===== src/rtl/sevseg_scan_ctrl.sv =====
// Multiplexed seven-segment scan controller: walks a one-hot digit enable,
// steers the active BCD nibble to a shared decoder, commits loads on frame edges.

module sevseg_digit_vis #(
    parameter bit LSD = 1'b0
) (
    input  logic [3:0] nib,
    input  logic       upper_zero,
    input  logic       lzb,
    output logic       vis,
    output logic       zero_out
);
    // zero_out: this nibble and every more-significant nibble are zero
    assign zero_out = upper_zero & (nib == 4'd0);
    assign vis      = (nib <= 4'd9) & ~(lzb & !LSD & zero_out);
endmodule

module sevseg_scan_ctrl #(
    parameter int DIGITS = 4,
    parameter int DIV    = 1000,
    parameter int BLANK  = 8
) (
    input  logic                  clk,
    input  logic                  rst,
    input  logic                  load,
    input  logic [4*DIGITS-1:0]   din,
    input  logic                  lzb,
    output logic [3:0]            bcd,
    output logic [DIGITS-1:0]     an,
    output logic [2:0]            dig_idx,
    output logic                  frame,
    output logic                  pending
);
    localparam int CW = (DIV > 1) ? $clog2(DIV) : 1;

    typedef enum logic {S_BLANK, S_ON} state_t;
    localparam state_t S_RST = (BLANK == 0) ? S_ON : S_BLANK;

    state_t                  state, state_nxt;
    logic [CW-1:0]           cnt;
    logic [2:0]              idx;
    logic [4*DIGITS-1:0]     disp, shadow;
    logic                    started;

    logic [DIGITS-1:0][3:0]  nibs;
    logic [DIGITS:0]         zchain;
    logic [DIGITS-1:0]       vis;
    logic                    last_cnt, end_blank, last_dig, frame_edge;
    logic [3:0]              cur_nib;
    logic [DIGITS-1:0]       an_nxt;

    assign nibs           = disp;
    assign zchain[DIGITS] = 1'b1;

    genvar k;
    generate
        for (k = 0; k < DIGITS; k++) begin : g_dig
            sevseg_digit_vis #(.LSD(k == 0)) u_vis (
                .nib        (nibs[k]),
                .upper_zero (zchain[k+1]),
                .lzb        (lzb),
                .vis        (vis[k]),
                .zero_out   (zchain[k])
            );
        end
    endgenerate

    // cnt/idx name the slot position that the next edge puts on the outputs
    assign last_cnt   = (cnt == CW'(DIV - 1));
    assign end_blank  = (BLANK > 0) && (cnt == CW'(BLANK - 1));
    assign last_dig   = (idx == 3'(DIGITS - 1));
    assign frame_edge = last_cnt && last_dig;

    always_comb begin
        state_nxt = state;
        case (state)
            S_BLANK: if (end_blank) state_nxt = S_ON;
            S_ON:    if (last_cnt)  state_nxt = (BLANK > 0) ? S_BLANK : S_ON;
            default: state_nxt = S_RST;
        endcase
    end

    always_comb begin
        cur_nib = 4'd0;
        an_nxt  = '0;
        for (int i = 0; i < DIGITS; i++) begin
            if (idx == 3'(i)) begin
                cur_nib   = nibs[i];
                an_nxt[i] = (state == S_ON) & vis[i];
            end
        end
    end

    always_ff @(posedge clk or posedge rst) begin
        if (rst) begin
            state   <= S_RST;
            cnt     <= '0;
            idx     <= 3'd0;
            disp    <= '0;
            shadow  <= '0;
            started <= 1'b0;
            pending <= 1'b0;
            an      <= '0;
            bcd     <= 4'd0;
            dig_idx <= 3'd0;
            frame   <= 1'b0;
        end else begin
            state   <= state_nxt;
            cnt     <= last_cnt ? '0 : cnt + CW'(1);
            if (last_cnt)
                idx <= last_dig ? 3'd0 : idx + 3'd1;
            started <= 1'b1;

            if (load)
                shadow <= din;
            // a load on the commit edge bypasses the shadow buffer
            if (frame_edge) begin
                if (load)
                    disp <= din;
                else if (pending)
                    disp <= shadow;
                pending <= 1'b0;
            end else if (load) begin
                pending <= 1'b1;
            end

            an      <= an_nxt;
            bcd     <= (state == S_ON) ? cur_nib : 4'd0;
            dig_idx <= idx;
            frame   <= started && (cnt == '0) && (idx == 3'd0);
        end
    end
endmodule


===== config.mk =====
export PLATFORM = sky130hd
export DESIGN_NAME = sevseg_scan_ctrl
export DESIGN_NICKNAME = d
export VERILOG_FILES = /design/src/rtl/sevseg_scan_ctrl.sv
export SDC_FILE = /design/constraint.sdc
export NUM_CORES = 1
export LEC_CHECK = 0
export CORE_MARGIN = 2
export CORE_UTILIZATION = 51
export CTS_BUF_LIST = sky130_fd_sc_hd__clkbuf_8
export DETAILED_ROUTE_END_ITERATION = 8
export HOLD_SLACK_MARGIN = 0.12
export PLACE_DENSITY = 0.8
export SLEW_MARGIN = 20
export SYNTH_ARGS = -nofsm -noshare
export SYNTH_HDL_FRONTEND = slang
export SYNTH_SLANG_ARGS = --single-unit

===== constraint.sdc =====
create_clock -name clk -period 2.1 [get_ports clk]
set_clock_uncertainty 0.2 [all_clocks]
set_input_delay 0.42 -clock clk [delete_from_list [all_inputs] [get_ports clk]]
set_output_delay 0.42 -clock clk [all_outputs]
set_load 0.03 [all_outputs]

== After elaboration in Yosys (flattened, before gate mapping) ==
Index checks and enable logic that the tools add are counted.

* Add/sub/neg operators: 2
* Bitwise operators: 16
* Reductions and logical operators: 11
* Eq/ne operators: 5
* $lt $le $gt $ge: 4
* Mux-type cells: 18

{| class="wikitable"
|+ Operators by type and width
! operator !! number
|-
| $mux 16 || 2
|-
| $mux 4 || 5
|-
| $le 4x4->1 const B || 4
|-
| $and 1x1->1 || 12
|-
| $logic_not 4->1 || 3
|-
| $add 10x1->10 const B || 1
|-
| $eq 10x10->1 const B || 1
|-
| $eq 10x3->1 const B || 1
|-
| $logic_not 10->1 || 1
|-
| $mux 10 || 1
|-
| $mux 1 || 8
|-
| $eq 3x2->1 const B || 2
|-
| $not 1->1 || 4
|-
| $reduce_bool 2->1 || 2
|-
| $add 3x1->3 const B || 1
|-
| $eq 3x1->1 const B || 1
|-
| $logic_and 1x1->1 || 3
|-
| $logic_not 3->1 || 1
|-
| $mux 3 || 1
|-
| $pmux 1 s2 || 1
|-
| $reduce_and 2->1 || 1
|}

* Register bits: 60

== Longest topological paths before layout ==
Gate-level depths: netlist of run 1.

* Depth after elaboration: 8
* Mapped depth: 7
* Gate-level depth less buffers: 6

== By module ==
Synthesis of run 1 repeated with hierarchy kept, for this count alone.

* Cells, all modules: 217
* Area total of the unflattened synthesis: 2647.5 sq um

{| class="wikitable"
|+ By module, submodules not included
! module !! times used !! seq. area each (sq um) !! area each (sq um) !! cells each
|-
| sevseg_scan_ctrl || 1 || 1501.4 || 2518.7 || 199
|-
| sevseg_digit_vis at g_dig[1].u_vis ... || 3 || 0.0 || 35.0 || 5
|-
| sevseg_digit_vis at g_dig[0].u_vis || 1 || 0.0 || 23.8 || 3
|}

== Worst setup path before layout of run 1 ==
Ideal clock, no wire load.

* Kind: reg-to-reg
* Start point: register cnt[0]
* End point: register disp[0]
* Data required time: 1.773 ns
* Setup slack: -0.135 ns
* Arrival time: 1.907 ns
* Cell stages (with the launch flop): 7
* Period minus slack after synthesis: 2.235 ns
* Library setup time: 0.127 ns
* Path through: dfrtp_1 ha_1 nand2_1 nor4_4 nor3b_4 buf_6 mux2_1

* Longest elaborated chain between the ends: 3

{| class="wikitable"
|+ RTL lines
! element !! line !! source
|-
| start: declaration || 40 || <nowiki>logic [CW-1:0] cnt;</nowiki>
|-
| start signal: assignment || 109 || <nowiki>cnt <= last_cnt ? '0 : cnt + CW'(1);</nowiki>
|-
| $eq 10x10->1 || 69 || <nowiki>assign last_cnt = (cnt == CW'(DIV - 1));</nowiki>
|-
| $logic_and 1x1->1 || 72 || <nowiki>assign frame_edge = last_cnt && last_dig;</nowiki>
|-
| $reduce_and 2->1 (no line) || - ||
|-
| end signal: assignment || 119 || <nowiki>disp <= din;</nowiki>
|-
| end signal: assignment || 121 || <nowiki>disp <= shadow;</nowiki>
|-
| end: declaration || 42 || <nowiki>logic [4*DIGITS-1:0] disp, shadow;</nowiki>
|}

Every way passes these cells.
A chain may end at the register's enable or synchronous reset.

== Final worst setup path of run 1 ==
* Start point: register cnt[3]
* End point: register disp[12]

Same word-level chain as after synthesis.

==> results.md, run 1 <==
- Mux share of post-synthesis cell area: 0.143
- TritonCTS clock tree: built
- Total chip power: 0.00251 W
- Largest net degree at the start of global routing: 61
- Detailed Place HPWL: 3350 um
- Worst setup EP type: flop
- Area fraction of the dominant cell type after synthesis: 0.581
- Grt total ovfl: 0
- Area leader, netlist: dfrtp_1
- Routed met1 length: 2210 um
- Clock Latency Late Sink: 340 ps
- FP Rows: 25
- Final instance area: 3310 sq um
- Antenna cells: 0
- Detailed Route Iter0 Violations: 165
- Yosys Warn Count: 0
- Worst vdd ir: 0.506 mV
- Final period util: 1.01
- Post-CTS setup buffer count: 0
- Area contributors post-synth: dfrtp_1, mux2_2, mux2_1, ha_1, nand3_1
- Number of synthesized register bits: 60
- Crit path DAT: 2130 ps
- Final Hold Viols: 0
- CP max stage cell: dfrtp_1
- Seq/Total Area, Yosys: 0.581
- Most used DFF post-synth: dfrtp_1
- Post-Synth Simple-Gate Area: 0.118
- Most frequent cells in the layout: dfrtp_1, clkdlybuf4s50_1, mux2_2
- First-pass GRT wire length: 8490 um
- Min Clock Period, post-route: 2110 ps
- CP required: 2110 ps
- Initial Util: 0.537
- Post-Syn Instances: 215
- Setup Crit Path Kind: flop to flop
- Routability cong.: 0.862
- Yosys cell types: 38
- Final Max Tran Viols: 0
- DR WL met3: 227 um
- Routed wl met2: 2200 um
- Post-synth EDFFs: 0
- # port buffers: 32
- Die area: 5660 sq um
- Layout cells sized above 1: 0.218
- Post-synth ARST share: 1.00
- Chip width: 75.2 um
- Failing checks: setup timing
- CP peak stage delay: 380 ps
- DR top layer: met4
- Clock transition at path regs: 60 ps
- DRC Markers: 0
- WHS: 248 ps
- Dpl ws: -51.4 ps
- Nets: 287
- Htree depth: 3
- DR vias/cell: 5.33
- XOR/XNOR Fraction of Synth Area: 0.0135
- DR pass1 iterations: 4
- Worst Setup Start Kind: flop
- Leakage: 1.48 nW
- Post-Synth Adder-Cell Area: 0.0290
- Cells along the critical path: or2_4 > nor4_4 > nor3b_4 > buf_12 > mux2_1
- I/O pin count: 33
- Worst hold path class: flop to flop
- TritonCTS buffer count: 9
- Max_cap viols: 0
- CTS root buffer: clkbuf_8
- Final ANT Viol Nets: 0
- Initial antenna violation count: 0
- Routed vias: 1,776
- Vias in the first global route: 1,775
- Most common cell after layout, fill and taps aside: dfrtp_1
- Post-synthesis cell area: 2590 sq um
- Routed len/inst: 14.3 um
- Synthesized net count: 241
- RSZ-0062 raised after global routing: true
- Main combinational cell family by area after synthesis: multiplexers
- Worst Path Max Fanout: 16
- Max frequency: 473 MHz
- Clock Sink Count: 60
- Die Span Y: 75.2 um
- Cell Count, Final, Fillers Out: 333
- Inst Count DP: 317
- Gr usage total: 0.208
- Area growth, synth to finish: 28.1%
- Delay-heaviest family, CP: simple AND/OR/NAND/NOR gates
- Final setup vio count: 2
- WL final: 4770 um
- Critical path buffers and inverters: 1
- Setup WS post-layout: -12.4 ps
- Post-cts hold buffer count: 0
- Synth Area in Compound Gates: 0.0827
- CTS Buffer Depth: 2
- Placed inst area: 3070 sq um
- Status: finished with violations
- CORE AREA: 4820 sq um
- Pwr dens: 758 nW/um^2
- Syn avg cell area: 12.0 sq um
synthesized netlist by cell type (2+ instances only):
master / n
ha_1: 6
a21oi_1: 12
xor2_1: 2
nor2b_1: 3
buf_2: 3
nand2b_1: 3
clkbuf_1: 5
a22oi_1: 4
nand3_1: 13
xnor2_1: 2
inv_1: 9
mux2_2: 22
nor2_1: 16
dfrtp_1: 60
nand2_1: 8
o21ai_0: 11
mux2_1: 10
nor3_1: 6
cell families after synthesis:
| kind of cell | Yosys count |
|---|---|
| adder cells (fa/ha/maj) | 6 |
| flip-flops | 60 |
| AO/OA/AOI/OAI | 35 |
| multiplexers | 33 |
| AND/OR/NAND/NOR | 57 |
| XOR/XNOR | 4 |
| buffers and inverters | 19 |
| other | 1 |
stage by stage:
stage | TNS (ps) | util
floorplan | -798 | -
global placement | -130 | 0.638
detailed placement | -576 | 0.638
CTS | -90.8 | 0.687
global route | -856 | 0.688
finish | -16.0 | 0.688
metal layers:
| metal | track usage | up-vias |
|---|---|---|
| met5 | 0 | - |
| met4 | 0.123 | 0 |
| met3 | 0.0495 | 10 |
| met2 | 0.310 | 54 |
| met1 | 0.279 | 867 |
| li1 | - | 845 |
where the power goes:
| group | internal, W | switching, W |
|---|---|---|
| sequential | 0.00119 | 0.00000775 |
| combinational | 0.0000662 | 0.0000514 |
| clock | 0.000761 | 0.000437 |
| total | 0.00201 | 0.000496 |
flip-flops by register name (all words and copies together) (netlist names):
| signal | flops |
|---|---|
| disp | 16 |
| an | 4 |
| shadow | 16 |
| cnt | 10 |
| started | 1 |
| bcd | 4 |
| idx | 3 |
| pending | 1 |
| frame | 1 |
| state | 1 |
| dig_idx | 3 |
layout make-up:
class                           count  area [sq um]
Fill cell                         365          1510
Tap cell                           67          83.8
Inverter                            9          37.5
Multi-Input combinational cell    136          1010
Clock inverter                      4          70.1
Sequential cell                    60          1500
Clock buffer                       12           165
Timing Repair Buffer               45           443
final timing paths:
check	from	endpoint	slack (ps)	cells after the start
max	cnt[3]	disp[12]	-10	5
max reg2reg	cnt[3]	disp[12]	-10	5
min reg2reg	idx[0]	dig_idx[0]	250	0
max in group asynchronous	rst	idx[0]	1140	3
min	idx[0]	dig_idx[0]	250	0
min in group asynchronous	rst	cnt[8]	300	3
repair_timing:
action,4_1_cts,5_1_grt
setup endpoints to repair,16,16
cloned,0,0
pin swaps,1,0
gates resized for setup,0,1
Power figures use the tool's default switching activity.
==> run 2: changes to the inputs <==
Settings changed: CAP_MARGIN set to 20.
==> results of run 2 <==
Final layout, timing and power as in run 1 (identical DEF).
==> RTL edit, RTL diff (settings of run 2) <==
Make the reset (`rst`) synchronous in one clocked block.
--- a/src/rtl/sevseg_scan_ctrl.sv
+++ b/src/rtl/sevseg_scan_ctrl.sv
@@ -92,5 +92,5 @@
     end
 
-    always_ff @(posedge clk or posedge rst) begin
+    always_ff @(posedge clk) begin
         if (rst) begin
             state   <= S_RST;
Behaviour: differs if rst is asserted again (counterexample within 4 cycles, from zero or initial values and one cycle with rst high); with rst held inactive, the same outputs for 10 cycles.
==> RTL edit against run 2 <==
The run still ends with setup timing left. Critical path type unchanged. Total power decreased by 11%. Synthesized area decreased by 6.5%. Worst setup slack improved by 10 ps. Sequential cell count unchanged. Synthesized cell count increased by 19%. Largest power group is now sequential cells. Die area decreased by 6.1%. Critical endpoint is now disp[10]. Design area decreased by 5.1%. Routed wire length increased by 10%.
==> RTL edit: results (changes against run 2) <==
| Metric | Value |
|---|---|
| Routed met3 length | `208 µm (-8.4%)` |
| Leakage | `0.00123 µW (-17%)` |
| Drt initial violations | `177 (+7.3%)` |
| Critical path fanouts, max | `16 (unchanged)` |
| Post-synthesis adder-cell area fraction | `0.0310 (+0.00201)` |
| Fillers | `394 (+7.9%)` |
| Final-report setup violation count | `1 (-1)` |
| Arrival time worst endpoint | `2190 ps (+60 ps)` |
| Synth Net Count | `281 (+17%)` |
| Met2 wire length | `2400 µm (+8.8%)` |
| CP startpoint | `cnt[1]` |
| Largest net degree at the start of global routing | `41 (-33%)` |
| Outcome | `finished, violations left` |
| Overall via count from detail_route | `2011 (+13%)` |
| Mux share of post-synthesis cell area | `0.0662 (-0.0770)` |
| Setup WS post-layout | `-2.31 ps (+10.1 ps)` |
| Peak supply drop | `0.000571 V (+13%)` |
| DR WL/cell | `14.4 µm (+0.65%)` |
| Setup TNS | `-2.31 ps (+13.7 ps)` |
| Synth Area in XOR/XNOR | `0.0253 (+0.0118)` |
| Top post-synthesis cells by area | `dfxtp_1 (50%), mux2i_1 (6.6%), nor4_1 (5.2%)` |
| Post-synthesis sequential area ratio | `0.497 (-0.0839)` |
| Share of flip-flops with an asynchronous set or reset | `0 (-1.00)` |
| Final layout net count | `331 (+15%)` |
| Post-Synthesis Cells | `255 (+19%)` |
| DRT met1 WL | `2550 µm (+15%)` |
| Total Routing Usage GR | `0.206 (-0.00190)` |
| Failing checks | `setup timing` |
| Reg2Reg Depth | `6 (+1)` |
| Share of cells above drive strength 1 | `0.194 (-0.0245)` |
| Final wirelength | `5250 µm (+10%)` |
| Global-route wire length before repair | `8310 µm (-2.0%)` |
| Vias in the first global route | `1802 (+1.5%)` |
| GPL Wtd Cong | `0.864 (+0.29%)` |
[RTL edit: how the worst min path moves through the flow]
stage,from,to,slack (ps),cells past startpoint
5_1_grt,started,frame,270,2
3_3_place_gp,started,frame,250,2
6_report,started,frame,260,2
2_1_floorplan,cnt[0],cnt[0],220,1
3_5_place_dp,started,frame,250,2
4_1_cts,started,frame,260,2
[RTL edit: metrics by stage]
step	setup slack [ps]	util	hold slack [ps]	cell area [µm²]
final	-2.31	0.674	260	3140
after CTS	1.62	0.663	257	3090
after global routing	-71.1	0.674	267	3140
after floorplan	9.46	-	216	2420
after detailed placement	-77.7	0.626	249	2920
after global placement	-57.0	0.626	245	2920
[RTL edit: final cells by class]
| class | instances | area share |
|---|---|---|
| Clock buffer | 10 | 0.0438 |
| Multi-Input combinational cell | 168 | 0.365 |
| Clock inverter | 6 | 0.00995 |
| Inverter | 10 | 0.0119 |
| Sequential cell | 60 | 0.383 |
| Timing Repair Buffer | 56 | 0.165 |
| Tap cell | 54 | 0.0215 |
[RTL edit: logic make-up (layout without fill, tap and decap cells)]
logic type,after synthesis,count (layout)
compound gates,44,44
xor+xnor,7,7
fa+ha+maj,6,6
buf+inv,27,82
flops,60,60
mux,16,16
simple gates,95,95
[RTL edit: worst max-delay path, cell delays in order, from the launching register on]
cell and delay (ps):
dfxtp_2 330, ha_2 180, nand4_2 120, or4_1 540, buf_4 230, nor4_1 300, a31o_2 160
[RTL edit: per-layer routing]
layer,up-vias,global-route usage
met5,-,0
met4,0,0.0864
met3,8,0.0718
met2,54,0.306
met1,927,0.274
li1,1022,-
[RTL edit: report_power, final]
group | internal, µW | switching (µW) | leakage [µW]
registers | 1170 | 11.8 | 0.000489
logic | 82.6 | 76.5 | 0.000646
clock network | 446 | 441 | 0.0000930
[RTL edit: repair_timing]
action                                  in CTS  in global routing
gates cloned                                 0                  1
endpoints found under the hold margin        0                  0
endpoints found under the setup margin       4                 17
pin swaps                                    0                  1
gates resized for setup                      1                 12
